`config.mk`:
```
export PLATFORM = sky130hd
export DESIGN_NAME = multi_stage_sync_bank
export DESIGN_NICKNAME = d
export VERILOG_FILES = /design/src/rtl/cdc_sync_pkg.sv /design/src/rtl/sync_filter_ch.sv /design/src/rtl/multi_stage_sync_bank.sv
export SDC_FILE = /design/constraint.sdc
export NUM_CORES = 1
export LEC_CHECK = 0
export ABC_AREA = 1
export ABC_CLOCK_PERIOD_IN_PS = 920
export BUFFER_PORTS_ARGS = -buffer_cell sky130_fd_sc_hd__buf_4
export CAP_MARGIN = 25
export CORE_MARGIN = 2
export CORE_UTILIZATION = 34
export DETAILED_ROUTE_END_ITERATION = 8
export PLACE_DENSITY = 0.65
export SLEW_MARGIN = 20
export SYNTH_ARGS = -nofsm -noshare
export SYNTH_HDL_FRONTEND = slang
export SYNTH_SLANG_ARGS = --single-unit
```
`constraint.sdc`:
```
create_clock -name i_clk -period 0.92 [get_ports i_clk]
set_clock_uncertainty 0.2 [all_clocks]
set_input_delay 0.046 -clock i_clk [delete_from_list [all_inputs] [get_ports i_clk]]
set_output_delay 0.046 -clock i_clk [all_outputs]
set_load 0.1 [all_outputs]
```
`src/rtl/cdc_sync_pkg.sv`:
```
// Shared definitions for the CDC synchronizer bank: minimum chain depth,
// filter counter sizing and the bypass/filter mode tag.
package cdc_sync_pkg;

    localparam int MIN_SYNC_STAGES = 2;

    typedef enum logic {
        SYNC_BYPASS,
        SYNC_FILTER
    } sync_mode_e;

    function automatic int cnt_width(input int n);
        int w;
        w = $clog2(n + 1);
        return (w < 1) ? 1 : w;
    endfunction

endpackage

```
`src/rtl/sync_filter_ch.sv`:
```
// One channel: stability filter counter, o_q register and edge-pulse registers.
// Latency: 1 edge (bypass) or FILT_CYC edges after the sync bit settles; no backpressure.
// Edge registers exist only with MULTI_STAGE_SYNC_BANK_EDGE_EN defined.
module sync_filter_ch
    import cdc_sync_pkg::*;
#(
    parameter int FILT_CYC = 0
) (
    input  logic i_clk,
    input  logic i_rst_n,
    input  logic i_sync,
    input  logic i_rst_val,
    output logic o_q
`ifdef MULTI_STAGE_SYNC_BANK_EDGE_EN
    ,
    output logic o_rise,
    output logic o_fall,
    output logic o_chg_nxt
`endif
);

    localparam int CNT_W = cnt_width(FILT_CYC);

    logic r_q;
    logic w_q_nxt;

    // In bypass mode r_q acts as the final synchronizer stage.
    generate
        if (FILT_CYC == 0) begin : g_byp
            assign w_q_nxt = i_sync;
        end else begin : g_filt
            localparam logic [CNT_W-1:0] LAST = CNT_W'(FILT_CYC - 1);
            logic [CNT_W-1:0] r_cnt;
            logic             w_diff;
            logic             w_take;

            assign w_diff  = (i_sync != r_q);
            assign w_take  = w_diff && (r_cnt == LAST);
            assign w_q_nxt = w_take ? i_sync : r_q;

            always_ff @(posedge i_clk or negedge i_rst_n) begin
                if (!i_rst_n) begin
                    r_cnt <= '0;
                end else if (!w_diff || w_take) begin
                    r_cnt <= '0;
                end else begin
                    r_cnt <= r_cnt + 1'b1;
                end
            end
        end
    endgenerate

    always_ff @(posedge i_clk or negedge i_rst_n) begin
        if (!i_rst_n) begin
            r_q <= i_rst_val;
        end else begin
            r_q <= w_q_nxt;
        end
    end

    assign o_q = r_q;

`ifdef MULTI_STAGE_SYNC_BANK_EDGE_EN
    logic r_rise;
    logic r_fall;

    always_ff @(posedge i_clk or negedge i_rst_n) begin
        if (!i_rst_n) begin
            r_rise <= 1'b0;
            r_fall <= 1'b0;
        end else begin
            r_rise <= w_q_nxt & ~r_q;
            r_fall <= ~w_q_nxt & r_q;
        end
    end

    assign o_rise    = r_rise;
    assign o_fall    = r_fall;
    assign o_chg_nxt = w_q_nxt ^ r_q;
`endif

endmodule

```
`src/rtl/multi_stage_sync_bank.sv`:
```
// Bank of independent single-bit synchronizers with optional glitch filter and edge pulses.
// Latency: STAGES edges (bypass) or STAGES+FILT_CYC edges; no backpressure, levels only.
// Edge outputs are built only when MULTI_STAGE_SYNC_BANK_EDGE_EN is defined, else tied 0.
module multi_stage_sync_bank
    import cdc_sync_pkg::*;
#(
    parameter int               WIDTH    = 8,
    parameter int               STAGES   = 2,
    parameter logic [WIDTH-1:0] RST_VAL  = '0,
    parameter int               FILT_CYC = 0
) (
    input  logic             i_clk,
    input  logic             i_rst_n,
    input  logic [WIDTH-1:0] i_D,
    output logic [WIDTH-1:0] o_q,
    output logic [WIDTH-1:0] o_rise,
    output logic [WIDTH-1:0] o_fall,
    output logic             o_chg
);

    localparam sync_mode_e MODE  = (FILT_CYC == 0) ? SYNC_BYPASS : SYNC_FILTER;
    // Bypass mode borrows the channel's o_q register as the last chain stage.
    localparam int         CHAIN = (MODE == SYNC_BYPASS) ? STAGES - 1 : STAGES;

    generate
        if (STAGES < MIN_SYNC_STAGES) begin : g_bad_stages
            $error("multi_stage_sync_bank: STAGES must be at least 2");
        end
    endgenerate

    logic [WIDTH-1:0] r_s [CHAIN];
    logic [WIDTH-1:0] w_sy;

    always_ff @(posedge i_clk or negedge i_rst_n) begin
        if (!i_rst_n) begin
            for (int j = 0; j < CHAIN; j++) begin
                r_s[j] <= RST_VAL;
            end
        end else begin
            r_s[0] <= i_D;
            for (int j = 1; j < CHAIN; j++) begin
                r_s[j] <= r_s[j-1];
            end
        end
    end

    assign w_sy = r_s[CHAIN-1];

`ifdef MULTI_STAGE_SYNC_BANK_EDGE_EN
    logic [WIDTH-1:0] w_chg_nxt;
    logic             r_chg;
`endif

    genvar k;
    generate
        for (k = 0; k < WIDTH; k++) begin : g_ch
            sync_filter_ch #(
                .FILT_CYC (FILT_CYC)
            ) u_ch (
                .i_clk     (i_clk),
                .i_rst_n   (i_rst_n),
                .i_sync    (w_sy[k]),
                .i_rst_val (RST_VAL[k]),
                .o_q       (o_q[k])
`ifdef MULTI_STAGE_SYNC_BANK_EDGE_EN
                ,
                .o_rise    (o_rise[k]),
                .o_fall    (o_fall[k]),
                .o_chg_nxt (w_chg_nxt[k])
`endif
            );
        end
    endgenerate

`ifdef MULTI_STAGE_SYNC_BANK_EDGE_EN
    always_ff @(posedge i_clk or negedge i_rst_n) begin
        if (!i_rst_n) begin
            r_chg <= 1'b0;
        end else begin
            r_chg <= |w_chg_nxt;
        end
    end

    assign o_chg = r_chg;
`else
    assign o_rise = '0;
    assign o_fall = '0;
    assign o_chg  = 1'b0;
`endif

endmodule

```
# == After elaboration in Yosys (flattened, before gate mapping) ==
# Index checks and enable logic that the tools add are counted.
# word_totals
register_bits,16
out_inout_bits,25
word_cells,9
in_bits,10

# == Longest topological paths before layout ==
# logic_depth
depth_word,0
mapped_depth,1
ltp_nobuf,0

# == Worst setup path before layout ==
# Ideal clock, no wire load.
# synth_path
path_type,flip-flop to output port
startpoint,register g_ch[0].u_ch.r_q
endpoint,output port o_q[0]
required_time_ns,0.674
n_path_buf,1
path_slack_ns,0.100
stages_incl_launch_ff,2
t_arrival_ns,0.574
cell_sequence,dfrtp_1 buf_4
# synth_lines
element,line,rtl
start: declaration,sync_filter_ch.sv:24,logic r_q;
start signal: assignment,sync_filter_ch.sv:55,r_q <= i_rst_val;
start signal: assignment,sync_filter_ch.sv:57,r_q <= w_q_nxt;
end: declaration,multi_stage_sync_bank.sv:15,"output logic [WIDTH-1:0] o_q,"
# No word-level cell between the ends.

# == Worst setup path after layout ==
# layout_path
startpoint,register g_ch[0].u_ch.r_q
endpoint,output port o_q[0]
# No word-level cell between the ends.

==> impl_metrics.ini <==
[outcome]
status = finished with violations
violations = hold timing, setup timing

[clock_tree]
cts.sinks = 16
hold_buffers = 9
root_buffer = clkbuf_4
clock_path_buffers = 2
cts-buffers-inserted = 3
clk_latency_ns = 0.27
post_cts_buffers = 0
htreeDepth = 1
cts_tree = yes
clk_pin_slew_worst_paths_ns = 0.08

[global_routing]
antenna_found_initial = 0
grt_use_total_pct = 6.478
grt_max_degree = 17
grt_pass1_wl_um = 924
grt_overflow = 0
first_global_vias = 249

[synthesis]
syn_inst = 42
synth-seq-area-share_pct = 67.65
ys_top_cells_by_area = dfrtp_1 68%, buf_4 32%, conb_1 0.63%
synthAdderAreaFrac_pct = 0
synth_top_flop_cell = dfrtp_1
synth_edf_count = 0
synth-simple-area-share_pct = 0
synthMuxAreaShare_pct = 0
yosysWarningCount = 0
netlist.area_leader.share_pct = 67.65
ys_types = 3
synth_compound_area_share_pct = 0
avgSynthCellArea_um2 = 14.09
async_flop_share_pct = 100.0
netlist_area_um2 = 591.8
synth-seq-cells = 16
synth_xor_area_share_pct = 0
yosysTopAreaCell = dfrtp_1
synth_top_family_by_area = buffers and inverters
synth_commonest_cells = 25 x buf_4, 16 x dfrtp_1, 1 x conb_1
yosysMostFrequentCell = buf_4

[floorplan]
rows = 15
dieArea_um2 = 2090
die_w_um = 45.72
die_h_um = 45.72
num_io_pins = 35
start_util_pct = 35.04
core_um2 = 1689

[final_layout]
final_area_um2 = 799.5
nets = 74
antenna_cells = 0
syn_to_final_growth_pct = 35.10
drive_gt1_share_pct = 33.33
final_util_pct = 47.33

[detailed_routing]
dr.pass1.iters = 1
m1WireLength_um = 168
wl_per_cell_um = 7.638
num_vias = 289
drcViolationCount = 0
wl_met2_um = 373
drtIter0Drc = 0
routed_via_density = 3.613
top_layer = met4
drt-total-wl_um = 611
postRouteAntennaNets = 0
wl_met3_um = 53

[power_and_ir_drop]
power_mw = 1.748
p_sw_mw = 0.6723
irDropWorstVdd_mv = 1.176
p_clk_share_pct = 24.7
combPwrFrac_pct = 32.1
power.leakage_nw = 0.4027
switching_share_pct = 38.47
power_density_nw_per_um2 = 2186
sequentialPowerShare_pct = 43.2
cellInternalPower_mw = 1.075

[worst_setup_path]
arrival_ns = 0.85
cp_max_fo = 1
cpPeakStageDelay_ns = 0.40
critPathLaunchType = register
cp_num_buf_inv = 1
path_delay_family = flip-flops
worstSetupPathType = register to output pin
cp_cell_sequence = buf_8
cp_slowest_cell = dfrtp_1
crit_path_end_kind = output pin
required_ns = 0.67

[timing]
timing.fmax_mhz = 909.6
final.setup.tns_ns = -1.350
finalSetupViolCount = 8
period_minus_slack_ns = 1.099
finalWorstSetupSlack_ns = -0.1794
rsz0062_at_grt = yes
finalHoldViolCount = 16
holdWs_ns = -0.04883
slew_viol_final = 0
period_share_pct = 119.5

[place]
place_area_um2 = 613.1
dp_slack_ns = 0.06818
port_buffers = 17
gp_congestion = 0.5311

[worst_hold_path]
hold_path_class = input port to async pin

[run]
maxCapViolCount = 0
## power by group through the flow
stage	sequential (mW)	combinational [mW]	clock (mW)
after floorplan	0.758	0.520	0
after global placement	0.760	0.505	0
after detailed placement	0.762	0.506	0
after CTS	0.755	0.560	0.446
after global routing	0.759	0.577	0.476
final	0.754	0.561	0.432
## layout make-up
cell class / instances / area, µm²
Tap cell: 17 / 21.27
Sequential cell: 16 / 400.4
Clock buffer: 4 / 36.28
Timing Repair Buffer: 26 / 277.8
Fill cell: 143 / 889.6
Multi-Input combinational cell: 17 / 63.81
## placed cells by master (no fill, tap or decap)
| cell | n |
|---|---|
| conb_1 | 17 |
| dfrtp_1 | 16 |
| buf_4 | 9 |
| buf_8 | 8 |
| dlygate4sd3_1 | 9 |
| clkbuf_4 | 3 |
| clkbuf_8 | 1 |
## flip-flops by register name, indices dropped and copies added, names as in the netlist
register and count:
g_ch.u_ch.o_q 8, r_s 8
## stage by stage
step           cells  hold WS [ns]
6_report          80      -0.04883
2_1_floorplan     58       -0.4496
3_5_place_dp      67       -0.2913
5_1_grt           80      -0.02041
3_3_place_gp      67       -0.2951
4_1_cts           80      -0.05492
## worst paths after layout
check	from	endpoint	slack, ns	cells past startpoint
worst max-delay path	g_ch[0].u_ch.o_q	o_q[0]	-0.18	1
worst min-delay path	i_rst_n	r_s[3]	-0.05	2
worst max register to register	r_s[3]	g_ch[3].u_ch.o_q	0.23	0
worst min register to register	r_s[5]	g_ch[5].u_ch.o_q	0.15	0
max in group asynchronous	i_rst_n	g_ch[4].u_ch.o_q	0.40	2
min in group i_clk	r_s[5]	g_ch[5].u_ch.o_q	0.15	0
## logic make-up after synthesis
group / Yosys count
buffers and inverters: 25
flip-flops: 16
other: 1
## layer usage
metal,up-vias,track usage [%]
met5,-,0
met3,2,1.190
met4,0,5.143
met2,25,11.83
li1,126,-
met1,136,6.202
## repair_timing
action                                  4_1_cts  5_1_grt
endpoints found under the hold margin        24       16
gates resized for setup                      15        1
endpoints found under the setup margin        8        8
No activity file was read; power rests on OpenSTA's default activity.
